$ cat src/rtl/systolic_ctrl.sv
`timescale 1ns/1ps
// Sequencer for a 2x2 output-stationary systolic array: reads K operand beats, skews
// and sign-extends them onto the array inputs, and gates accumulator clear/enable.
module systolic_ctrl #(
    parameter int IN_W   = 16,
    parameter int DATA_W = IN_W + 1,
    parameter int K_W    = 8,
    parameter int PE_LAT = 1
) (
    input  logic                clk,
    input  logic                rst,
    input  logic                start_i,
    input  logic [K_W-1:0]      k_len_i,
    output logic                busy_o,
    output logic                done_o,
    output logic                rd_en_o,
    output logic [K_W-1:0]      rd_addr_o,
    input  logic [2*IN_W-1:0]   a_rd_data_i,
    input  logic [2*IN_W-1:0]   b_rd_data_i,
    output logic                acc_clr_o,
    output logic                acc_en_o,
    output logic [DATA_W-1:0]   data_a_0_o,
    output logic [DATA_W-1:0]   data_a_1_o,
    output logic [DATA_W-1:0]   data_b_0_o,
    output logic [DATA_W-1:0]   data_b_1_o
);

    localparam int CW = K_W + 2;

    localparam logic [2:0] S_IDLE  = 3'd0;
    localparam logic [2:0] S_CLEAR = 3'd1;
    localparam logic [2:0] S_FEED  = 3'd2;
    localparam logic [2:0] S_DRAIN = 3'd3;
    localparam logic [2:0] S_DONE  = 3'd4;

    function automatic logic [DATA_W-1:0] sx(input logic [IN_W-1:0] v);
        return {{(DATA_W-IN_W){v[IN_W-1]}}, v};
    endfunction

    logic [2:0]        state_q, state_d;
    logic [CW-1:0]     cnt_q, cnt_d;
    logic [K_W-1:0]    k_q, k_d;
    logic [IN_W-1:0]   a_hi_q, b_hi_q;

    logic              busy_q, busy_d;
    logic              done_q, done_d;
    logic              rd_en_q, rd_en_d;
    logic [K_W-1:0]    rd_addr_q, rd_addr_d;
    logic              acc_clr_q, acc_clr_d;
    logic              acc_en_q, acc_en_d;
    logic [DATA_W-1:0] da0_q, da0_d, da1_q, da1_d, db0_q, db0_d, db1_q, db1_d;

    logic [CW-1:0]     kx_q, kx_d, done_n, cnt_m1;
    logic              beat0_s, beat1_s;

    assign kx_q   = {2'b00, k_q};
    assign kx_d   = {2'b00, k_d};
    assign done_n = kx_q + CW'(5 + PE_LAT);
    assign cnt_m1 = cnt_d - CW'(1);

    // Next state: cnt_q holds the cycle offset from the accept cycle while busy.
    always_comb begin
        state_d = state_q;
        cnt_d   = cnt_q;
        k_d     = k_q;
        case (state_q)
            S_IDLE: begin
                if (start_i) begin
                    k_d     = k_len_i;
                    cnt_d   = CW'(1);
                    state_d = (k_len_i == K_W'(0)) ? S_DONE : S_CLEAR;
                end else begin
                    cnt_d   = CW'(0);
                end
            end
            S_CLEAR, S_FEED, S_DRAIN: begin
                cnt_d = cnt_q + CW'(1);
                if (cnt_d == done_n) begin
                    state_d = S_DONE;
                end else if (cnt_d > kx_q + CW'(4)) begin
                    state_d = S_DRAIN;
                end else begin
                    state_d = S_FEED;
                end
            end
            S_DONE: begin
                state_d = S_IDLE;
                cnt_d   = CW'(0);
            end
            default: begin
                state_d = S_IDLE;
                cnt_d   = CW'(0);
            end
        endcase
    end

    // Control outputs are decoded one cycle early so they leave the block registered.
    always_comb begin
        busy_d    = (state_d != S_IDLE);
        done_d    = (state_d == S_DONE);
        acc_clr_d = (state_d == S_CLEAR);
        rd_en_d   = ((state_d == S_CLEAR) || (state_d == S_FEED)) && (cnt_d <= kx_d);
        acc_en_d  = ((state_d == S_FEED) || (state_d == S_DRAIN)) && (cnt_d >= CW'(3));
        if (rd_en_d) begin
            rd_addr_d = cnt_m1[K_W-1:0];
        end else begin
            rd_addr_d = K_W'(0);
        end
    end

    // Row/col 0 take the fresh read beat; row/col 1 take the beat held one cycle earlier.
    always_comb begin
        beat0_s = (state_q == S_FEED) && (cnt_q >= CW'(2)) && (cnt_q <= kx_q + CW'(1));
        beat1_s = (state_q == S_FEED) && (cnt_q >= CW'(3)) && (cnt_q <= kx_q + CW'(2));
        if (beat0_s) begin
            da0_d = sx(a_rd_data_i[IN_W-1:0]);
            db0_d = sx(b_rd_data_i[IN_W-1:0]);
        end else begin
            da0_d = DATA_W'(0);
            db0_d = DATA_W'(0);
        end
        if (beat1_s) begin
            da1_d = sx(a_hi_q);
            db1_d = sx(b_hi_q);
        end else begin
            da1_d = DATA_W'(0);
            db1_d = DATA_W'(0);
        end
    end

    // State, counter and output registers.
    always_ff @(posedge clk or posedge rst) begin
        if (rst) begin
            state_q   <= S_IDLE;
            cnt_q     <= CW'(0);
            k_q       <= K_W'(0);
            a_hi_q    <= IN_W'(0);
            b_hi_q    <= IN_W'(0);
            busy_q    <= 1'b0;
            done_q    <= 1'b0;
            rd_en_q   <= 1'b0;
            rd_addr_q <= K_W'(0);
            acc_clr_q <= 1'b0;
            acc_en_q  <= 1'b0;
            da0_q     <= DATA_W'(0);
            da1_q     <= DATA_W'(0);
            db0_q     <= DATA_W'(0);
            db1_q     <= DATA_W'(0);
        end else begin
            state_q   <= state_d;
            cnt_q     <= cnt_d;
            k_q       <= k_d;
            a_hi_q    <= a_rd_data_i[2*IN_W-1:IN_W];
            b_hi_q    <= b_rd_data_i[2*IN_W-1:IN_W];
            busy_q    <= busy_d;
            done_q    <= done_d;
            rd_en_q   <= rd_en_d;
            rd_addr_q <= rd_addr_d;
            acc_clr_q <= acc_clr_d;
            acc_en_q  <= acc_en_d;
            da0_q     <= da0_d;
            da1_q     <= da1_d;
            db0_q     <= db0_d;
            db1_q     <= db1_d;
        end
    end

    assign busy_o     = busy_q;
    assign done_o     = done_q;
    assign rd_en_o    = rd_en_q;
    assign rd_addr_o  = rd_addr_q;
    assign acc_clr_o  = acc_clr_q;
    assign acc_en_o   = acc_en_q;
    assign data_a_0_o = da0_q;
    assign data_a_1_o = da1_q;
    assign data_b_0_o = db0_q;
    assign data_b_1_o = db1_q;

endmodule

$ cat config.mk
export PLATFORM = sky130hd
export DESIGN_NAME = systolic_ctrl
export DESIGN_NICKNAME = d
export VERILOG_FILES = /design/src/rtl/systolic_ctrl.sv
export SDC_FILE = /design/constraint.sdc
export NUM_CORES = 1
export LEC_CHECK = 0
export BUFFER_PORTS_ARGS = -buffer_cell sky130_fd_sc_hd__buf_2
export CORE_MARGIN = 2
export CORE_UTILIZATION = 55
export DETAILED_ROUTE_END_ITERATION = 16
export PLACE_DENSITY = 0.81
export SYNTH_ARGS = -nofsm -noshare
export SYNTH_HDL_FRONTEND = slang
export SYNTH_SLANG_ARGS = --single-unit
$ cat constraint.sdc
create_clock -name clk -period 8.1 [get_ports clk]
set_input_delay 0 -clock clk [delete_from_list [all_inputs] [get_ports clk]]
set_output_delay 0 -clock clk [all_outputs]
set_load 0.02 [all_outputs]
==> metrics <==
Max-cap violations=0; CP delay by family, top=compound AO/OA/AOI/OAI gates; max_slew headroom=12.4%; RePlAce Congestion=0.934; Synth area leader=dfrtp_1; crit path DAT=3.93 ns; status=finished clean; area grow syn2layout=37.3%; syn avg cell area=11.1 sq um; Adder-Cell Fraction of Synth Area=9.29%; root buffer cell=clkbuf_8; WL/cell=20.2 um; Ant. Diodes=0; CTS Buf Count=17; setup ws final=4.48 ns; minimum clock period=3.62 ns; # setup viols final=0; critical path class=reg -> reg; I/O pin cnt=156; CTS tree=yes; Setup Buffers After CTS=0; syn_nets=651; Max clock buf depth=2; combinational family with the most area after synthesis=simple AND/OR/NAND/NOR gates; top post-synthesis cells by area=dfrtp_1, ha_1, nor2_1, and2_1, nand2_1; worst min path class=in -> async; all-layer global routing usage=33.0%; Worst Tran Pin Value=1.31 ns; Async SR Flop Fraction=100%; register area share after synthesis=54.9%; Worst setup EP type=flop; RSZ-0062 raised after global routing=no; pin count of the biggest net entering global routing=87; Post-synth EDFFs=0; Post-Route WL=18.3 mm; hpwl dp=10.3 mm; vias in the first global route=5379; DIE AREA=0.0116 sq mm; vias per cell=5.55; row count=37; post-route ant nets=0; hold buffer count at cts=74; cells after synthesis=532; crit-path cells=ha_1 > nand2_1 > xor2_1 > ha_1 > nand2_1 > o21bai_1 > a21o_1 > a21boi_1 > o21ai_0 > a221oi_4 > nor2_1; worst IR drop on VDD=0.000312 V; Yosys top cell area share=54.9%; DRC viols=0; Post-CTS Resized=0; grt ovf=0; share of layout cells above drive strength 1=27.0%; initial antenna violation count=0; crit-path max FO=32; die height=108 um; FILL cells=576; Worst-path clk slew=0.06 ns; final hold vios=0; synthesized area=0.00593 sq mm; most common cell in the netlist=dfrtp_1; Initial DRC Count=528; Die W=108 um; via count=5027; clock latency on the worst-skew pair=0.53 ns; Place WS=4.76 ns; CTS HTree Levels=4; CP peak stage delay=1.09 ns; CP max stage cell=a221oi_4; Multi-input gate area=0.00243 sq mm; CP startpoint kind=flop; count of input and output buffers=155; Synthesis Warnings=0; first-pass GRT wire length=28.4 mm; PD cells=417 mW/mm^2; Final Max Slew Viols=0; Sequential Area=0.00325 sq mm; Post-layout nets=877; Buf/Inv on CP=0; Worst EP required=8.41 ns; Post-synth top flop=dfrtp_1; post-synthesis simple-gate area fraction=18.0%; Tcrit/Tclk final=44.7%; Sink Count=130; Max Clk Rate=276 MHz; LEAKAGE=0.00419 uW; Initial DRT Pass Iterations=5; setup_tns=0 ns; number of distinct library cells after synthesis=56; top cells by instance count after synthesis=dfrtp_1, nor2_1, nand2_1; Core ar.=0.0104 sq mm; post-synthesis compound-gate area fraction=6.35%; Worst Skew=0.0210 ns; mux share of post-synthesis cell area=0.844%; post-synthesis xor/xnor area fraction=6.10%; Initial Utilization=56.9%; flops & latches, synth=130
[cell type report]
class / count / area share [%]
Clock buffer: 17 / 5.09
Clock inverter: 14 / 2.77
Inverter: 25 / 1.18
Multi-Input combinational cell: 351 / 29.9
Sequential cell: 130 / 40.0
Tap cell: 136 / 2.09
Timing Repair Buffer: 233 / 19.0
[path summary, 6_finish.rpt]
path,from,end,slack (ns),cells past startpoint
max,k_q[1],data_a_0_o[4],4.48,11
min,rst,b_hi_q[4],0.10,3
max reg2reg,k_q[1],data_a_0_o[4],4.48,11
min reg2reg,b_hi_q[10],data_b_1_o[10],0.45,1
max in group asynchronous,rst,k_q[3],6.52,4
min in group clk,b_rd_data_i[27],b_hi_q[11],0.12,2
[through the flow]
step	hold slack, ns	cell area [sq um]	total power [uW]	utilization (%)	std cells
detailed placement	0.0735	6760	2430	64.9	801
CTS	0.0752	8140	3310	78.2	906
finish	0.103	8140	3390	78.2	906
floorplan	0.0314	5930	2030	-	532
global route	0.102	8140	3590	78.2	906
global placement	0.0727	6760	2380	64.9	801
[tightest hold or removal path: cells and delay by family]
kind	cells	cell delay, ns
buf+inv	3	1.06
[layout by cell type (no fill, tap or decap), drive strengths merged, types with 17 or more instances in the layout]
cell type,n
inv,30
xor2,18
ha,44
and2,35
nand2,53
buf,159
xnor2,18
clkbuf,17
nor2,66
dfrtp,130
dlygate4sd3,74
[kinds of logic after synthesis]
group	Yosys count
flops	130
xor+xnor	38
buf+inv	51
compound gates	54
simple gates	210
fa+ha+maj	44
mux	5
[routing by layer]
layer	global-route usage [%]	vias up	part of all wire, %
li1	-	2211	-
met1	37.1	2452	37
met2	57.3	292	52
met3	9.32	72	7.0
met4	16.8	0	4.6
met5	0	-	0
[power breakdown]
group / leakage, uW / internal (uW) / total, uW / switching [uW]
Clock: 0.000314 / 535 / 843 / 308
Combinational: 0.00227 / 574 / 1530 / 956
Sequential: 0.00161 / 852 / 1020 / 169
Total: 0.00419 / 1960 / 3390 / 1430
[registers in the layout (all words and copies together) (netlist names), 3 cells and up]
| name | flops |
|---|---|
| a_hi_q | 16 |
| b_hi_q | 16 |
| cnt_q | 10 |
| data_a_0_o | 16 |
| data_a_1_o | 16 |
| data_b_0_o | 16 |
| data_b_1_o | 16 |
| k_q | 8 |
| rd_addr_o | 8 |
| state_q | 3 |
Note: power is estimated with default switching activity, not from simulation.
